[src/rtl/imem_loader.sv]
// imem_loader: byte-stream boot loader for the Risc32 instruction memory.
// Optional trailer checksum is built in when IMEM_LOADER_CHECKSUM_EN is defined.
module imem_loader #(
   parameter int ROWS   = 32,
   parameter int ADDR_W = 5
) (
   input  logic              clk,
   input  logic              rst_n,
   input  logic              start,
   input  logic              in_valid,
   input  logic [7:0]        in_data,
   output logic              in_ready,
   output logic              im_we,
   output logic [ADDR_W-1:0] im_addr,
   output logic [31:0]       im_wdata,
   output logic              cpu_hold,
   output logic              done,
   output logic              error
);

   typedef enum logic [2:0] {
      S_IDLE,
      S_HDR0,
      S_HDR1,
      S_DATA,
      S_WRITE,
      S_DONE,
      S_ERR
`ifdef IMEM_LOADER_CHECKSUM_EN
      , S_CSUM
`endif
   } state_t;

`ifdef IMEM_LOADER_CHECKSUM_EN
   localparam state_t FIN = S_CSUM;
`else
   localparam state_t FIN = S_DONE;
`endif

   state_t      state;
   state_t      nxt;
   logic [15:0] cnt;
   logic [15:0] wcnt;
   logic [1:0]  bcnt;
   logic [23:0] acc;
   logic [15:0] hdr;
   logic        last;
   logic        can_start;

   // header count as it will look once the high byte lands
   assign hdr       = {in_data, cnt[7:0]};
   assign last      = (wcnt + 16'd1) == cnt;
   assign can_start = start &&
                      (state == S_IDLE || state == S_DONE ||
                       state == S_ERR);

`ifdef IMEM_LOADER_CHECKSUM_EN
   logic [7:0] csum;

   // running XOR of payload bytes, restarted with every load
   always_ff @(posedge clk or negedge rst_n) begin
      if (!rst_n) begin
         csum <= 8'd0;
      end else if (can_start) begin
         csum <= 8'd0;
      end else if (state == S_DATA && in_valid) begin
         csum <= csum ^ in_data;
      end
   end
`endif

   // state register
   always_ff @(posedge clk or negedge rst_n) begin
      if (!rst_n) state <= S_IDLE;
      else        state <= nxt;
   end

   // next-state and per-state control outputs
   always_comb begin
      nxt      = state;
      in_ready = 1'b0;
      im_we    = 1'b0;
      cpu_hold = 1'b1;
      done     = 1'b0;
      error    = 1'b0;
      unique case (state)
         S_IDLE: begin
            if (start) nxt = S_HDR0;
         end
         S_HDR0: begin
            in_ready = 1'b1;
            if (in_valid) nxt = S_HDR1;
         end
         S_HDR1: begin
            in_ready = 1'b1;
            if (in_valid) begin
               if (hdr == 16'd0)
                  nxt = FIN;
               else if (hdr > 16'(ROWS))
                  nxt = S_ERR;
               else
                  nxt = S_DATA;
            end
         end
         S_DATA: begin
            in_ready = 1'b1;
            if (in_valid && bcnt == 2'd3) nxt = S_WRITE;
         end
         S_WRITE: begin
            im_we = 1'b1;
            nxt   = last ? FIN : S_DATA;
         end
         S_DONE: begin
            done     = 1'b1;
            cpu_hold = 1'b0;
            if (start) nxt = S_HDR0;
         end
         S_ERR: begin
            error = 1'b1;
            if (start) nxt = S_HDR0;
         end
`ifdef IMEM_LOADER_CHECKSUM_EN
         S_CSUM: begin
            in_ready = 1'b1;
            if (in_valid)
               nxt = (in_data == csum) ? S_DONE : S_ERR;
         end
`endif
         default: nxt = S_IDLE;
      endcase
   end

   // header capture, byte assembly and write-port registers
   always_ff @(posedge clk or negedge rst_n) begin
      if (!rst_n) begin
         cnt      <= 16'd0;
         wcnt     <= 16'd0;
         bcnt     <= 2'd0;
         acc      <= 24'd0;
         im_addr  <= '0;
         im_wdata <= 32'd0;
      end else begin
         if (can_start) begin
            cnt  <= 16'd0;
            wcnt <= 16'd0;
            bcnt <= 2'd0;
            acc  <= 24'd0;
         end
         if (state == S_HDR0 && in_valid)
            cnt[7:0] <= in_data;
         if (state == S_HDR1 && in_valid)
            cnt[15:8] <= in_data;
         if (state == S_DATA && in_valid) begin
            bcnt <= bcnt + 2'd1;
            unique case (bcnt)
               2'd0: acc[7:0]   <= in_data;
               2'd1: acc[15:8]  <= in_data;
               2'd2: acc[23:16] <= in_data;
               2'd3: begin
                  // port regs load now so they are valid in WRITE
                  im_addr  <= wcnt[ADDR_W-1:0];
                  im_wdata <= {in_data, acc};
               end
            endcase
         end
         if (state == S_WRITE)
            wcnt <= wcnt + 16'd1;
      end
   end

endmodule

[config.mk]
export PLATFORM = sky130hd
export DESIGN_NAME = imem_loader
export DESIGN_NICKNAME = d
export VERILOG_FILES = /design/src/rtl/imem_loader.sv
export SDC_FILE = /design/constraint.sdc
export NUM_CORES = 1
export LEC_CHECK = 0
export CAP_MARGIN = 20
export CORE_MARGIN = 8
export CORE_UTILIZATION = 35
export DETAILED_ROUTE_END_ITERATION = 10
export GPL_ROUTABILITY_DRIVEN = 0
export GPL_TIMING_DRIVEN = 0
export PLACE_DENSITY = 0.61
export REMOVE_ABC_BUFFERS = 1
export SLEW_MARGIN = 15
export SYNTH_ARGS = -nofsm -noshare
export SYNTH_HDL_FRONTEND = slang
export SYNTH_SLANG_ARGS = --single-unit
[constraint.sdc]
create_clock -name clk -period 3.1 [get_ports clk]
set_input_delay 0.62 -clock clk [delete_from_list [all_inputs] [get_ports clk]]
set_output_delay 0.62 -clock clk [all_outputs]
set_load 0.02 [all_outputs]
==> impl_results.md <==
* Status: finished, final reports clean
* Via count at 3663
* Worst Setup Start Kind: flop
* Final hold violation count at 0
* Grt ovf at 0
* Final Net Count at 550
* Count leader, synth: nand2_1
* Finished Core Util at 0.4389
* DRC at 0
* Initial core utilization at 0.3596
* Setup WS post-layout at 0.2891 ns
* DR iter-0 viols at 211
* Vias per cell at 5.137
* CTS clk-pin slew, worst paths at 0.07 ns
* Post-layout power at 4.110 mW
* TritonCTS clock tree: yes
* Core Rows at 42
* Place WS at 0.09206 ns
* Fmax at 0.3558 GHz
* CP arrival at 3.02 ns
* Drt pass-1 iters at 4
* Top post-synthesis cells by area: dfrtp_1 (51%), mux2_2 (9.0%), nand2_1 (8.4%)
* Total track usage at 0.1307
* CTS Buf Count at 9
* Mapped Cells at 488
* Peak supply drop at 0.3099 mV
* Ys async rst share at 1.000
* DIE HEIGHT at 132.6 um
* Slew headroom at 0.4428
* Worst skew pair latency at 0.34 ns
* Largest net degree at the start of global routing at 77
* Hold Path Class: primary input to asynchronous set/reset pin
* Clk buf depth at 2
* DPL Wire Length at 7978 um
* Top cell type's share of synthesized area at 0.5150
* FF+latch count, synth at 98
* Worst Path Required at 3.31 ns
* Setup crit end kind: flop
* Layout cells sized above 1 at 0.1453
* Die X at 132.6 um
* Area after DPL at 5488 sq um
* Setup violations, final at 0
* Leak at 2.564 nW
* Final setup TNS at 0 ns
* Layout Cells excl Fill at 713
* Placed Cells at 696
* Clk root buf: clkbuf_16
* Number of H-tree levels at 3
* Most instantiated cells after synthesis: nand2_1 (107), dfrtp_1 (98), o21ai_0 (68), mux2_2 (38), nor2_1 (16)
* Synth cell types at 51
* CP peak stage delay at 0.52 ns
* CP Max Fanout at 7
* Initial antenna violation count at 0
* Worst Max-Slew Pin Slew at 0.8327 ns
* Area leader, netlist: dfrtp_1
* Hold_ws at 0.1306 ns
* CTS Sinks at 98
* Final worst path period need at 2.811 ns
* Core ar. at 13240 sq um
* RSZ-0062 raised after global routing: no
* Cell Chain, Critical Path: ha_1, nand4_1, nor3_1, mux2_2, a2111oi_0, and4_1, o21ai_1
* Setup Skew at 0.006795 ns
* Layout area overhead at 22.04%
* WS Path Type: flop to flop
* Final Max Slew Viols at 0
* Detail Route Antenna Nets at 0
* Synthesized area at 4762 sq um
* Power Density at 707.2 nW/um^2
* Vias in the first global route at 3870
* Synth Flop Type: dfrtp_1
* Port Buffers at 53
* FF-to-FF setup slack at 0.29 ns
* Boundary Pins at 54
* Finished Cell Area at 5812 sq um
* First-pass GRT wire length at 19050 um
* Avg Cell Area, Syn at 9.758 sq um
* Register area share after synthesis at 0.5150
* ANT cells at 0
* Worst path slowest cell: dfrtp_1
* Maxcap violations at 0
* Full die area at 17590 sq um
* Yosys warnings at 0
* Post-synth EDFFs at 0
* Period Utilization, post-route at 0.9067
* Final WL at 11220 um
* Wire per inst at 15.73 um
-- path summary, 6_finish.rpt --
| kind | from | end | depth (start not counted) |
|---|---|---|---|
| min | rst_n | wcnt[7]$_DFFE_PN0P_ | 1 |
| max reg2reg | wcnt[0]$_DFFE_PN0P_ | state[1]$_DFFE_PN0P_ | 7 |
| min in group clk | im_wdata[25]$_DFFE_PN0P_ | im_wdata[25]$_DFFE_PN0P_ | 1 |
| max | wcnt[0]$_DFFE_PN0P_ | state[1]$_DFFE_PN0P_ | 7 |
| max in group asynchronous | rst_n | im_wdata[7]$_DFFE_PN0P_ | 2 |
| min reg2reg | im_wdata[25]$_DFFE_PN0P_ | im_wdata[25]$_DFFE_PN0P_ | 1 |
-- worst max-delay path: cells and delay by family (launching register included) --
family          cells  cell delay, ns
compound gates      2            0.39
fa+ha+maj           1            0.34
flops               1            0.52
mux                 1            0.39
simple gates        3            1.03
-- where the power goes --
group          internal (mW)  total [mW]  switching, mW  leakage (nW)
clock                  0.649        1.13          0.481         0.145
sequential              1.51        1.75          0.239          1.35
combinational          0.526        1.23          0.706          1.07
total                   2.68        4.11           1.43          2.56
-- sequential cells by signal, indices dropped and copies added, names as in the netlist --
register	cells
im_wdata	32
wcnt	16
cnt	16
state	3
acc	24
im_addr	5
bcnt	2
-- kinds of logic after synthesis --
group / synth area share
adders and majority gates: 0.01314
AOI/OAI and AO/OA: 0.1314
buffers and inverters: 0.03521
muxes: 0.09196
xor gates and xnor gates: 0.03494
DFF: 0.5150
and+or+nand+nor: 0.1784
-- cell usage in the layout, fill, tap and decap left out, types with 2 or more instances in the layout --
cell type / n
o31ai_1: 4
nand3b_1: 2
a21o_1: 2
ha_1: 5
nor3_1: 7
nand2b_1: 3
o22ai_1: 2
nor2b_1: 4
and4_1: 4
clkbuf_16: 9
clkinv_4: 2
nand2_2: 3
nand3_1: 9
o21ai_0: 68
buf_4: 8
nor2_1: 16
nand3_4: 2
mux2_2: 38
o21bai_1: 2
clkdlybuf4s50_1: 52
and2_1: 5
dfrtp_1: 98
a311oi_1: 2
nor4_1: 3
and3_1: 3
o2111ai_1: 2
clkinvlp_4: 2
inv_1: 9
o311ai_0: 2
o211ai_1: 3
xor2_1: 10
a31oi_1: 4
a21oi_1: 9
nand2_1: 105
xnor2_1: 9
nand4_1: 5
-- final cells by class --
| class | count | area (sq um) |
|---|---|---|
| fillers | 1299 | 7431 |
| clock inverters | 5 | 63.81 |
| well taps | 176 | 220.2 |
| flip-flops and latches | 98 | 2452 |
| repair buffers | 63 | 639.4 |
| multi-input cells | 350 | 2152 |
| inverters | 11 | 45.04 |
| clock buffers | 10 | 239.0 |
-- per-layer routing --
layer  part of all wire  vias up  track usage  wire length (um)
li1                   -     1781            -                 -
met1               0.44     1793       0.1553              4906
met2               0.48       74       0.2164              5418
met3              0.065       15      0.04239               730
met4              0.014        0      0.04795               160
met5                  0        -            0                 0
-- what timing repair did --
item                                    CTS  global route
hold buffers                              0             0
resized for setup                         2             0
endpoints found under the setup margin    1             1
pin swaps                                 0             0
cloned                                    0             0
buffers inserted                          0             2
Power figures use the tool's default switching activity.
